**config.mk**
```make
export PLATFORM = sky130hd
export DESIGN_NAME = hex_display_ctrl
export DESIGN_NICKNAME = d
export VERILOG_FILES = /design/src/rtl/hex_display_ctrl.sv
export SDC_FILE = /design/constraint.sdc
export NUM_CORES = 1
export LEC_CHECK = 0
export ABC_AREA = 1
export CORE_AREA = 2 2 118 120
export DETAILED_ROUTE_END_ITERATION = 6
export DIE_AREA = 0 0 120 122
export PLACE_DENSITY = 0.69
export SYNTH_ARGS = -nofsm -noshare
export SYNTH_HDL_FRONTEND = slang
export SYNTH_SLANG_ARGS = --single-unit
export TNS_END_PERCENT = 5
```
**constraint.sdc**
```tcl
create_clock -name clock -period 5.7 [get_ports clock]
set_input_delay 0.855 -clock clock [delete_from_list [all_inputs] [get_ports clock]]
set_output_delay 0.855 -clock clock [all_outputs]
set_load 0.05 [all_outputs]
```
**src/rtl/hex_display_ctrl.sv**
```systemverilog
// Multi-digit hexadecimal display controller for active-low 7-segment pins.
// A packed value is captured on a load handshake and converted one digit per
// cycle, most significant first, through one shared decoder into per-digit
// segment registers. Optional leading-zero blanking and per-digit blinking.
module hex_display_ctrl #(
    parameter int NUM_DIGITS = 6,
    parameter int BLINK_DIV  = 25_000_000,
    parameter int BLINK_W    = 25
) (
    input  logic                      clock,
    input  logic                      resetn,
    input  logic [4*NUM_DIGITS-1:0]   value,
    input  logic                      load,
    input  logic                      lz_blank,
    input  logic                      blink_en,
    input  logic [NUM_DIGITS-1:0]     blink_mask,
    output logic                      ready,
    output logic [7*NUM_DIGITS-1:0]   hex
);

    localparam int         IDX_W     = (NUM_DIGITS > 1) ? $clog2(NUM_DIGITS) : 1;
    localparam logic [6:0] SEG_BLANK = 7'h7F;

    typedef enum logic {
        S_IDLE = 1'b0,
        S_CONV = 1'b1
    } state_t;

    // Shared hex-to-segment decoder, active-low {g,f,e,d,c,b,a}.
    function automatic logic [6:0] decode_nibble(input logic [3:0] nib);
        logic [6:0] seg;
        case (nib)
            4'h0:    seg = 7'h40;
            4'h1:    seg = 7'h79;
            4'h2:    seg = 7'h24;
            4'h3:    seg = 7'h30;
            4'h4:    seg = 7'h19;
            4'h5:    seg = 7'h12;
            4'h6:    seg = 7'h02;
            4'h7:    seg = 7'h78;
            4'h8:    seg = 7'h00;
            4'h9:    seg = 7'h10;
            4'hA:    seg = 7'h08;
            4'hB:    seg = 7'h03;
            4'hC:    seg = 7'h46;
            4'hD:    seg = 7'h21;
            4'hE:    seg = 7'h06;
            default: seg = 7'h0E;
        endcase
        return seg;
    endfunction

    // Conversion state.
    state_t                    r_state;
    logic [4*NUM_DIGITS-1:0]   r_val;
    logic                      r_lz;
    logic [IDX_W-1:0]          r_idx;
    logic                      r_lead;
    logic [6:0]                r_seg [NUM_DIGITS];

    // Blink timebase.
    logic [BLINK_W-1:0]        r_bcnt;
    logic                      r_phase;

    // Next-state / datapath control.
    state_t                    w_state_nxt;
    logic [4*NUM_DIGITS-1:0]   w_val_nxt;
    logic                      w_lz_nxt;
    logic [IDX_W-1:0]          w_idx_nxt;
    logic                      w_lead_nxt;
    logic                      w_seg_we;
    logic [6:0]                w_seg_wdata;
    logic [3:0]                w_nibble;
    logic                      w_blank_digit;
    logic                      w_bcnt_wrap;

    // Nibble currently being converted and whether it is a blankable leading zero.
    assign w_nibble      = r_val[4*int'(r_idx) +: 4];
    assign w_blank_digit = r_lz && r_lead && (w_nibble == 4'h0) && (r_idx != '0);
    assign w_bcnt_wrap   = (r_bcnt == BLINK_W'(BLINK_DIV - 1));

    assign ready = (r_state == S_IDLE);

    // Next-state logic: capture in IDLE, one digit write per cycle in CONV.
    always_comb begin
        // NOTE: every output of this block gets a default first so no path leaves
        // a signal unassigned, which would otherwise infer a latch.
        w_state_nxt = r_state;
        w_val_nxt   = r_val;
        w_lz_nxt    = r_lz;
        w_idx_nxt   = r_idx;
        w_lead_nxt  = r_lead;
        w_seg_we    = 1'b0;
        w_seg_wdata = SEG_BLANK;

        case (r_state)
            S_IDLE: begin
                if (load) begin
                    w_val_nxt   = value;
                    w_lz_nxt    = lz_blank;
                    w_idx_nxt   = IDX_W'(NUM_DIGITS - 1);
                    w_lead_nxt  = 1'b1;
                    w_state_nxt = S_CONV;
                end
            end
            S_CONV: begin
                w_seg_we = 1'b1;
                if (w_blank_digit) begin
                    w_seg_wdata = SEG_BLANK;
                end else begin
                    w_seg_wdata = decode_nibble(w_nibble);
                    w_lead_nxt  = 1'b0;
                end
                if (r_idx == '0) begin
                    w_state_nxt = S_IDLE;
                end else begin
                    w_idx_nxt = r_idx - 1'b1;
                end
            end
            default: w_state_nxt = S_IDLE;
        endcase
    end

    // FSM and capture registers.
    always_ff @(posedge clock or negedge resetn) begin
        // NOTE: sequential state is updated with non-blocking assignments so every
        // register samples the pre-edge values, independent of statement order.
        if (!resetn) begin
            r_state <= S_IDLE;
            r_val   <= '0;
            r_lz    <= 1'b0;
            r_idx   <= '0;
            r_lead  <= 1'b0;
        end else begin
            r_state <= w_state_nxt;
            r_val   <= w_val_nxt;
            r_lz    <= w_lz_nxt;
            r_idx   <= w_idx_nxt;
            r_lead  <= w_lead_nxt;
        end
    end

    // Per-digit segment registers, written in place by the converter.
    always_ff @(posedge clock or negedge resetn) begin
        // NOTE: this small register array is reset deliberately: the display must
        // go dark at once on reset and an aborted conversion must leave no digits.
        if (!resetn) begin
            for (int k = 0; k < NUM_DIGITS; k++) begin
                r_seg[k] <= SEG_BLANK;
            end
        end else if (w_seg_we) begin
            r_seg[r_idx] <= w_seg_wdata;
        end
    end

    // Free-running blink counter; phase flips on every wrap.
    always_ff @(posedge clock or negedge resetn) begin
        if (!resetn) begin
            r_bcnt  <= '0;
            r_phase <= 1'b0;
        end else if (w_bcnt_wrap) begin
            r_bcnt  <= '0;
            r_phase <= ~r_phase;
        end else begin
            r_bcnt  <= r_bcnt + 1'b1;
        end
    end

    // Output mux: blinking digits are forced dark during the active phase.
    always_comb begin
        hex = '1;
        for (int k = 0; k < NUM_DIGITS; k++) begin
            if (blink_en && blink_mask[k] && r_phase) begin
                hex[7*k +: 7] = SEG_BLANK;
            end else begin
                hex[7*k +: 7] = r_seg[k];
            end
        end
    end

endmodule
```
After elaboration in Yosys (flattened, before gate mapping)
Memories as Yosys holds them, arrays and structs flattened.
Index checks and enable logic that the tools add are counted.
{"block": "totals", "regBits": 98, "rom_bits": 112, "input_bits": 35, "elab_cells": 70, "n_memories": 1}
{"memory": "(name not given)", "words": 16, "width": 7, "rd": 1, "rd_ports_with_merged_regs": 0, "wr": 0, "line_no": "32", "text": "case (nib)"}
{"block": "op_classes", "addsub": 2, "magnitude_cmp": 2, "n_eq_ne": 4, "shift": 1, "n_mux": 22, "bitwise": 3, "reduce_logical": 22}
{"cell": "2-to-1 mux 7 bit", "count": 9}
{"cell": "bitwise mux 42 bit", "count": 1}
{"cell": "adder 25 x 1 -> 25 bit, second input constant", "count": 1}
{"cell": "equality test 25 bit, second input constant", "count": 1}
{"cell": "2-to-1 mux 25 bit", "count": 1}
{"cell": "variable part select 24 x 6 -> 4 bit", "count": 1}
{"cell": "demux 7 bit (select 3 bit)", "count": 1}
{"cell": "logical AND 1 bit", "count": 16}
{"cell": "2-to-1 mux 3 bit", "count": 2}
{"cell": "!= test 2 bit, second input constant", "count": 3}
{"cell": "one-hot mux 3 bit (2 select lines)", "count": 1}
{"cell": "AND reduction 2 bit", "count": 3}
{"cell": "2-to-1 mux 1 bit", "count": 5}
{"cell": ">= comparator 4 bit, second input constant", "count": 1}
{"cell": "zero test 4 bit", "count": 1}
{"cell": "less-than comparator 4 x 1 -> 1 bit, second input constant", "count": 1}
{"cell": "inverter 3 -> 4 bit", "count": 1}
{"cell": "one-hot mux 1 bit (2 select lines)", "count": 2}
{"cell": "zero test 3 bit", "count": 1}
{"cell": "nonzero test 3 bit", "count": 1}
{"cell": "subtractor 3 x 1 -> 3 bit, second input constant", "count": 1}
{"cell": "inverter 1 bit", "count": 2}

Longest topological paths before layout
Gate-level depths: netlist (run 1).
{"block": "logic_depth", "depth_word": 7, "mapped_depth": 17, "depth_no_buf": 15}

Worst setup path before layout (run 1)
OpenSTA, ideal clock, no wires.
{"block": "synth_timing", "path_type": "input to output", "from": "input blink_en", "to": "output hex[0]", "arrival_time_ns": 1.509, "slack_ns": 3.336, "path_stages": 4, "cell_sequence": "nand2_1 -> inv_1 -> nand2_1 -> nand2_1"}
{"block": "synth_via", "elab_chain_cells": 3}
{"element": "start: declaration", "line_no": "15", "text": "input logic blink_en,"}
{"element": "logical AND 1 bit (2 in a row)", "line_no": "173", "text": "if (blink_en && blink_mask[k] && r_phase) begin"}
{"element": "2-to-1 mux 7 bit", "line_no": "173"}
{"element": "end: declaration", "line_no": "18", "text": "output logic [7*NUM_DIGITS-1:0] hex"}
Every way passes these cells.

Final worst setup path (run 1)
{"block": "layout_timing", "from": "input blink_en", "to": "output hex[17]"}
The elaborated chain is that of the path after synthesis.

==> impl_metrics.csv, run 1 <==
group,metric,value,unit
cts,htree_levels,3,
critical_path,startpoint_type,"primary input",
cts,cts-resized-gates,0,
sta,hold_viol,0,
sta,hold-worst-slack,468,ps
synthesis,yosysTopAreaCell,"dfrtp_1",
cts,ctsHoldBuffers,0,
sta,fin_crit,3590,ps
final_layout,antenna_cells,0,
placement,place.detailed.hpwl,8.36,mm
global_route,grt_max_degree,54,
cts,cts_buffers,9,
cts,clockBufferDepth,2,
synthesis,yosysSeqAreaShare,0.481,
final_layout,layout-drive-gt1-share,0.127,
global_route,use_met3,0.0286,
power,finalPower,3.95,mW
power,leakagePower,3.27,nW
cts,clk_pin_slew_worst_paths,60,ps
sta,timing.final.crit_share,0.630,
sta,setup_violations,0,
synthesis,synth-simple-area-share,0.322,
drt,routed_wl,11.5,mm
worst_hold_path,whs_endpoint,"r_seg[14]",
floorplanning,coreArea,0.0135,mm^2
synthesis,syn-cell-area,0.00521,mm^2
cts,clk_latency,340,ps
synthesis,synth_top_family_by_area,"simple AND/OR/NAND/NOR gates",
sta,finClkSkew,6.69,ps
synthesis,synth.distinct_cells,34,
final_layout,layout.nets,803,
synthesis,synth_most_common_cell,"nand2_1",
sta,fin_ws,2110,ps
floorplanning,die_area,0.0146,mm^2
global_route,top_usage_layer,"met2",
power,peakVddDrop,0.000209,V
placement,gp_congestion,0.909,
drt,via_count,4366,
critical_path,cp_max_fo,7,
critical_path,cp.required,4850,ps
synthesis,synth.area.mux_share,0.0216,
drt,drtIter0Drc,338,
final_layout,design_area,0.00642,mm^2
run_status,status,"completed",
global_route,grtUsageTotal,0.166,
job,drv_cap,0,
synthesis,ys_top_cells_by_area,"dfrtp_1 27%, dfstp_2 21%, nand2_1 17%",
critical_path,crit_arrival,2740,ps
global_route,grt_first_pass_wirelength,19.5,mm
sta,drv_slew,0,
placement,portBuffers,77,
floorplanning,die_w,120,um
floorplanning,rows,43,
global_route,overflow,0,
synthesis,synth_edf_count,0,
critical_path,r2r_start,"r_idx[0]",
critical_path,timing.rr.end,"r_seg[1]",
synthesis,synth-main-ff-cell,"dfrtp_1",
floorplanning,start_util,0.386,
synthesis,yosys_warnings,0,
synthesis,synth_top_area_frac,0.269,
placement,postPlaceCellArea,0.00616,mm^2
drt,ant_nets,0,
sta,timing.fmax,0.279,GHz
placement,detailedPlace.worstSlack,2080,ps
drt,drcViolationCount,0,
synthesis,avgSynthCellArea,7.67,um^2
worst_hold_path,min_path_type,"reg2reg",
worst_hold_path,worstHoldStart,"r_seg[14]",
synthesis,ys_ff_latch,98,
critical_path,ff2ff_setup_slack,2820,ps
critical_path,crit_type,"in2out",
synthesis,synth.top_cells.by_count,"234 x nand2_1, 105 x inv_1, 64 x nor2_1",
global_route,grt_use_met1,0.230,
cts,postCtsSetupBuffers,0,
synthesis,syn_inst,679,
floorplanning,die_h,122,um
sta,slew-limit-headroom,0.551,
drt,drtPass1Iterations,5,
global_route,grt_pass1_vias,4137,
cts,cts-root-buf,"clkbuf_16",
synthesis,synth_fp_nets,723,
final_layout,area_growth,23.3,%
worst_hold_path,holdPathStages,2,
global_route,antenna_found_initial,0,
drt,viasPerCell,4.63,
cts,clock_sinks,98,
critical_path,reg2reg_depth,14,
critical_path,endpoint_kind,"output pin",
global_route,met2_usage,0.266,
sta,worst_slew_pin_slew,673,ps
synthesis,synth-compound-area-share,0.0452,
cts,cts_tree,"built",
sta,rsz0062_at_grt,"no",
drt,wl_per_cell,12.1,um
synthesis,synthAdderAreaFrac,0.0216,
floorplanning,io_pins,78,
synthesis,synth-async-reset-ratio,1.00,
power,p_per_area,616,mW/mm^2
sta,final.setup.tns,0,ps
synthesis,synthXorXnorAreaFrac,0.0185,
==> power by group <==
| part | switching, mW | leakage [nW] | internal (mW) |
|---|---|---|---|
| Clock | 0.255 | 0.119 | 0.294 |
| Sequential | 0.150 | 1.13 | 1.05 |
| Combinational | 1.51 | 2.03 | 0.697 |
==> sequential cells by signal, indices dropped and copies added (netlist names) <==
name / cells
r_seg: 42
r_bcnt: 25
r_val: 24
r_idx: 3
r_lead: 1
r_lz: 1
r_phase: 1
r_state: 1
==> critical path, cell delays in order <==
cell and delay, ps:
clkdlybuf4s50_1 450, nand2_1 50, inv_1 180, nand2_1 250, nand2_1 130, clkdlybuf4s50_1 800
==> kinds of logic (layout without fill, tap and decap cells) <==
family / after synthesis / after routing
AOI/OAI and AO/OA: 46 / 46
buffers and inverters: 119 / 204
xor gates and xnor gates: 11 / 11
adders and majority gates: 9 / 9
muxes: 10 / 10
DFF: 98 / 98
and+or+nand+nor: 386 / 386
==> cells in the final DEF (no fill, tap or decap), types with 2 or more instances in the layout <==
master and count:
inv_2 4, mux2_2 10, inv_1 105, nor2_1 64, or2_2 2, nor2_2 3, nand2_2 4, o21ai_0 13
nand2_4 2, ha_1 9, a21oi_1 23, dfrtp_1 56, dfstp_2 42, o21ai_1 8, clkdlybuf4s50_1 76, nand3_2 7
nor4_1 5, nand4_1 7, nor3_1 15, nand2_1 234, xor2_1 9, clkbuf_1 2, nor2_4 5, nand3_1 33
clkinvlp_4 3, xnor2_1 2, buf_4 3, clkbuf_16 9
==> worst max path at each step <==
stage,from,endpoint,depth (start not counted),slack (ps)
floorplan,blink_en,hex[0],4,3340
global placement,blink_en,hex[17],6,2100
detailed placement,blink_en,hex[16],6,2080
CTS,blink_en,hex[17],6,2070
global route,blink_en,hex[17],6,1990
finish,blink_en,hex[17],6,2110
==> metal layers <==
metal / vias to the layer above / wire length [um]
met3: 13 / 535
met4: 0 / 150
met2: 125 / 5110
li1: 2247 / -
met5: - / 0
met1: 1981 / 5660
==> through the flow <==
stage / std cells / util
floorplan: 679 / -
global placement: 928 / 0.456
detailed placement: 928 / 0.456
CTS: 944 / 0.475
global route: 944 / 0.475
finish: 944 / 0.475
==> final cells by class <==
class	instances	area, um^2
multi-input combinational	462	2230
timing repair buffer	79	783
tap	180	225
inverter	109	409
sequential	98	2500
clock inverter	5	31.3
clock buffer	11	233
fill	1352	7080
Power figures use the tool's default switching activity.
==> run 2, diff against run 1 <==
- clock period: 5.7 -> 3.5 ns (I/O delays scaled with it)
==> impl_metrics.csv, run 2 (synthesized netlist as in run 1, its figures left out) <==
group,metric,value,unit
cts,clockBufferDepth,2,
sta,drv_slew,0,
cts,ctsHoldBuffers,0,
sta,fin_crit,2890,ps
cts,clk_pin_slew_worst_paths,70,ps
global_route,overflow,0,
critical_path,cp.required,2970,ps
sta,hold_viol,0,
floorplanning,rows,43,
global_route,grt_pass1_vias,4117,
floorplanning,die_h,122,um
drt,drtPass1Iterations,4,
final_layout,antenna_cells,0,
sta,final.setup.tns,0,ps
power,netSwitchingPower,3.11,mW
critical_path,startpoint_type,"primary input",
power,sw_frac_of_total,0.479,
floorplanning,io_pins,78,
cts,htree_levels,3,
floorplanning,coreArea,0.0135,mm^2
placement,portBuffers,77,
placement,detailedPlace.worstSlack,531,ps
final_layout,top_register,"r_seg",
final_layout,largest_reg_flops,42,
sta,fin_ws,608,ps
placement,gp_congestion,0.913,
placement,placedCellCount,928,
final_layout,top_regs,"r_seg (42), r_bcnt (25), r_val (24)",
job,drv_cap,0,
floorplanning,die_area,0.0146,mm^2
critical_path,crit_arrival,2370,ps
drt,ant_nets,0,
power,leakagePower,3.30,nW
drt,via_count,4367,
critical_path,crit_type,"in2out",
cts,cts_tree,"built",
critical_path,endpoint_kind,"output pin",
drt,viasPerCell,4.63,
sta,slew-limit-headroom,0.542,
final_layout,layout_commonest_cell,"nand2_1",
sta,timing.final.crit_share,0.826,
final_layout,layout-drive-gt1-share,0.130,
cts,cts_buffers,9,
global_route,grt_first_pass_wirelength,19.5,mm
final_layout,area_growth,24.0,%
final_layout,multiInputGateArea,0.00223,mm^2
drt,routed_wl,11.4,mm
cts,clk_latency,340,ps
placement,place.detailed.hpwl,8.36,mm
drt,drcViolationCount,0,
sta,setup_violations,0,
final_layout,regArea,0.00250,mm^2
drt,drtIter0Drc,401,
drt,wl_per_cell,12.1,um
power,pwr-share-clk,0.149,
run_status,status,"completed",
critical_path,cp_max_fo,7,
floorplanning,die_w,120,um
global_route,grt_max_degree,55,
worst_hold_path,min_path_type,"in2async",
cts,postCtsSetupBuffers,0,
final_layout,most-common-layout-cells,"234 x nand2_1, 105 x inv_1, 76 x clkdlybuf4s50_1",
sta,worst_slew_pin_slew,686,ps
global_route,antenna_found_initial,0,
power,pwr-share-seq,0.300,
sta,rsz0062_at_grt,"no",
floorplanning,start_util,0.386,
global_route,grtUsageTotal,0.165,
power,power_frac_comb,0.551,
power,peakVddDrop,0.000389,V
sta,timing.fmax,0.346,GHz
sta,finClkSkew,6.37,ps
power,p_per_area,1010,mW/mm^2
cts,cts-resized-gates,0,
power,intPower,3.38,mW
cts,cts-root-buf,"clkbuf_16",
final_layout,layout.nets,803,
final_layout,instances_no_fill,944,
final_layout,fill_cells,1347,
cts,clock_sinks,98,
==> run 2: changes by cell type in the layout (fill, tap and decap cells not counted) <==
cell and delta:
buf_12 +1, buf_4 -1, clkbuf_1 -1, clkbuf_8 +3
clkinv_1 -1, clkinv_2 -1, clkinvlp_4 -2, inv_4 +2
==> run 2: critical path: stages <==
cell and delay (ps):
clkdlybuf4s50_1 460, nand2_1 50, inv_1 170, nand2_1 230, nand2_1 120, clkdlybuf4s50_1 800
==> run 2: final timing paths <==
| check | startpoint | endpoint | slack [ps] | depth (start not counted) |
|---|---|---|---|---|
| max | blink_en | hex[16] | 610 | 6 |
| min | resetn | r_bcnt[9] | 230 | 1 |
| max reg2reg | r_idx[0] | r_seg[11] | 670 | 14 |
| min reg2reg | r_seg[14] | r_seg[14] | 470 | 2 |
| max in group asynchronous | resetn | r_seg[17] | 2540 | 2 |
| min in group clock | r_seg[14] | r_seg[14] | 470 | 2 |
==> run 2: power by group through the flow <==
stage / logic [mW] / clock network, mW / registers, mW
6_report: 3.58 / 0.966 / 1.95
5_1_grt: 3.96 / 1.03 / 2.00
4_1_cts: 3.60 / 0.989 / 1.95
3_5_place_dp: 3.59 / 0 / 1.97
3_3_place_gp: 3.55 / 0 / 1.96
2_1_floorplan: 2.67 / 0 / 1.87
==> run 2: metrics by stage <==
step                      area [um^2]  hold slack, ps  total power [mW]  utilization
after floorplan                  5210             229              4.54            -
after global placement           6170             454              5.50        0.457
after detailed placement         6170             456              5.56        0.457
after CTS                        6460             256              6.54        0.478
after global routing             6460             291              6.99        0.478
final                            6460             226              6.49        0.478
==> run 2: metal layers <==
layer | share of wire | GRT usage
met5 | 0 | 0
met2 | 0.43 | 0.261
met3 | 0.045 | 0.0304
met4 | 0.021 | 0.0581
met1 | 0.50 | 0.228
==> run 2: area by class of cell <==
class / count / area share
Sequential cell: 98 / 0.388
Multi-Input combinational cell: 462 / 0.346
Timing Repair Buffer: 79 / 0.123
Inverter: 109 / 0.0633
Clock buffer: 13 / 0.0418
Tap cell: 180 / 0.0349
Clock inverter: 3 / 0.00310
==> run 3, diff against run 2 <==
- PLACE_DENSITY: 0.69 -> 0.71
- clock period: 3.5 -> 2.4 ns (I/O delays scaled with it)
==> impl_metrics.csv, run 3 (synthesized netlist as in run 1, its figures left out) <==
group,metric,value,unit
power,peakVddDrop,0.000623,V
global_route,grt_first_pass_wirelength,20.6,mm
cts,clk_latency,340,ps
sta,timing.final.crit_share,0.924,
floorplanning,die_area,0.0146,mm^2
global_route,antenna_found_initial,0,
sta,hold_viol,0,
drt,routed_wl,12.0,mm
critical_path,crit_type,"reg2reg",
cts,clockBufferDepth,2,
run_status,status,"completed",
job,drv_cap,0,
placement,postPlaceCellArea,0.00671,mm^2
placement,place.detailed.hpwl,9.21,mm
final_layout,largest_reg_flops,42,
final_layout,area_growth,35.5,%
final_layout,antenna_cells,0,
critical_path,critPathLaunch,"r_idx[0]",
cts,cts_tree,"built",
placement,portBuffers,77,
floorplanning,die_h,122,um
floorplanning,rows,43,
floorplanning,start_util,0.386,
critical_path,timing.rr.end,"r_seg[18]",
cts,cts-root-buf,"clkbuf_16",
final_layout,layout-drive-gt1-share,0.207,
critical_path,endpoint,"r_seg[18]",
power,power_frac_comb,0.595,
sta,hold-worst-slack,467,ps
drt,via_count,4422,
sta,worst_slew_pin_slew,491,ps
global_route,grt_pass1_vias,4429,
drt,viasPerCell,4.60,
drt,drtPass1Iterations,4,
placement,gp_congestion,0.900,
final_layout,top_regs,"r_seg (42), r_bcnt (25), r_val (24)",
floorplanning,coreArea,0.0135,mm^2
power,p_per_area,1530,mW/mm^2
critical_path,startpoint_type,"register",
critical_path,cp_max_fo,8,
power,sw_frac_of_total,0.449,
floorplanning,io_pins,78,
drt,wl_per_cell,12.5,um
sta,setup_violations,0,
drt,drtIter0Drc,336,
cts,clock_sinks,98,
final_layout,most-common-layout-cells,"234 x nand2_1, 105 x inv_1, 61 x nor2_1",
floorplanning,die_w,120,um
global_route,grtUsageTotal,0.175,
critical_path,endpoint_kind,"register",
cts,postCtsSetupBuffers,0,
final_layout,layout_commonest_cell,"nand2_1",
worst_hold_path,min_path_type,"reg2reg",
drt,drcViolationCount,0,
sta,fin_crit,2220,ps
critical_path,crit_arrival,2500,ps
final_layout,layout.nets,820,
power,leakagePower,3.62,nW
cts,htree_levels,3,
worst_hold_path,worstHoldStart,"r_seg[33]",
cts,cts_buffers,9,
cts,clk_pin_slew_worst_paths,70,ps
drt,ant_nets,0,
critical_path,cp.required,2690,ps
critical_path,reg2reg_depth,13,
critical_path,r2r_start,"r_idx[0]",
sta,timing.fmax,0.451,GHz
final_layout,top_register,"r_seg",
final_layout,design_area,0.00705,mm^2
global_route,overflow,0,
sta,finClkSkew,9.00,ps
sta,drv_slew,0,
power,intPower,5.94,mW
sta,slew-limit-headroom,0.672,
power,pwr-share-clk,0.143,
power,netSwitchingPower,4.84,mW
global_route,grt_max_degree,38,
critical_path,ff2ff_setup_slack,180,ps
power,pwr-share-seq,0.262,
## run 3: cell types whose count changed in the layout (fill, tap and decap cells not counted), sizes merged
cell	change
dlygate4sd3	+1
buf	+58
clkinvlp	-1
clkdlybuf4s50	-42
bufinv	+1
## run 3: final cells by class
type	instances	area, um^2
tap	180	225
multi-input combinational	462	2240
inverter	109	409
fill	1252	6450
clock buffer	13	282
clock inverter	3	42.5
sequential	98	2510
timing repair buffer	96	1350
## run 3: timing repair
action	4_1_cts	5_1_grt
endpoints found under the hold margin	1	0
setup endpoints to repair	0	26
hold buffers	1	0
resized for setup	0	5
## run 3: worst min path at each step
stage | endpoint | depth (start not counted)
finish | r_seg[33] | 2
CTS | r_seg[20] | 2
global route | r_seg[34] | 2
detailed placement | r_phase | 1
floorplan | r_bcnt[0] | 0
global placement | r_phase | 1
## run 3: critical path, stage by stage, from the launching register on
cell	delay, ps
dfrtp_2	450
or2_2	310
nand3_1	80
nand3_2	120
inv_2	110
ha_2	200
nand3_1	110
nor2_2	140
nand4_1	140
nor2_2	150
nor2_4	60
nand3_2	150
nand2_1	80
nand2_1	60
## run 3: power groups by stage
| stage | registers (mW) | clock network [mW] | logic (mW) |
|---|---|---|---|
| after floorplan | 2.72 | 0 | 3.89 |
| after global placement | 2.83 | 0 | 6.31 |
| after detailed placement | 2.84 | 0 | 6.41 |
| after CTS | 2.82 | 1.57 | 6.43 |
| after global routing | 2.89 | 1.63 | 6.94 |
| final | 2.82 | 1.54 | 6.42 |
## run 3: per-stage QoR
step	std cells	utilization	setup TNS (ps)	setup slack [ps]	total power [mW]
after floorplan	679	-	0	195	6.61
after global placement	944	0.497	0	267	9.14
after detailed placement	944	0.497	0	139	9.26
after CTS	961	0.522	0	99.7	10.8
after global routing	961	0.522	-10.6	-5.88	11.5
final	961	0.522	0	183	10.8
## run 3: routing by layer
| layer | global-route usage | share of wire | routed length [um] |
|---|---|---|---|
| met5 | 0 | 0 | 0 |
| met4 | 0.0640 | 0.014 | 167 |
| met3 | 0.0281 | 0.044 | 525 |
| met2 | 0.288 | 0.47 | 5640 |
| met1 | 0.232 | 0.47 | 5700 |
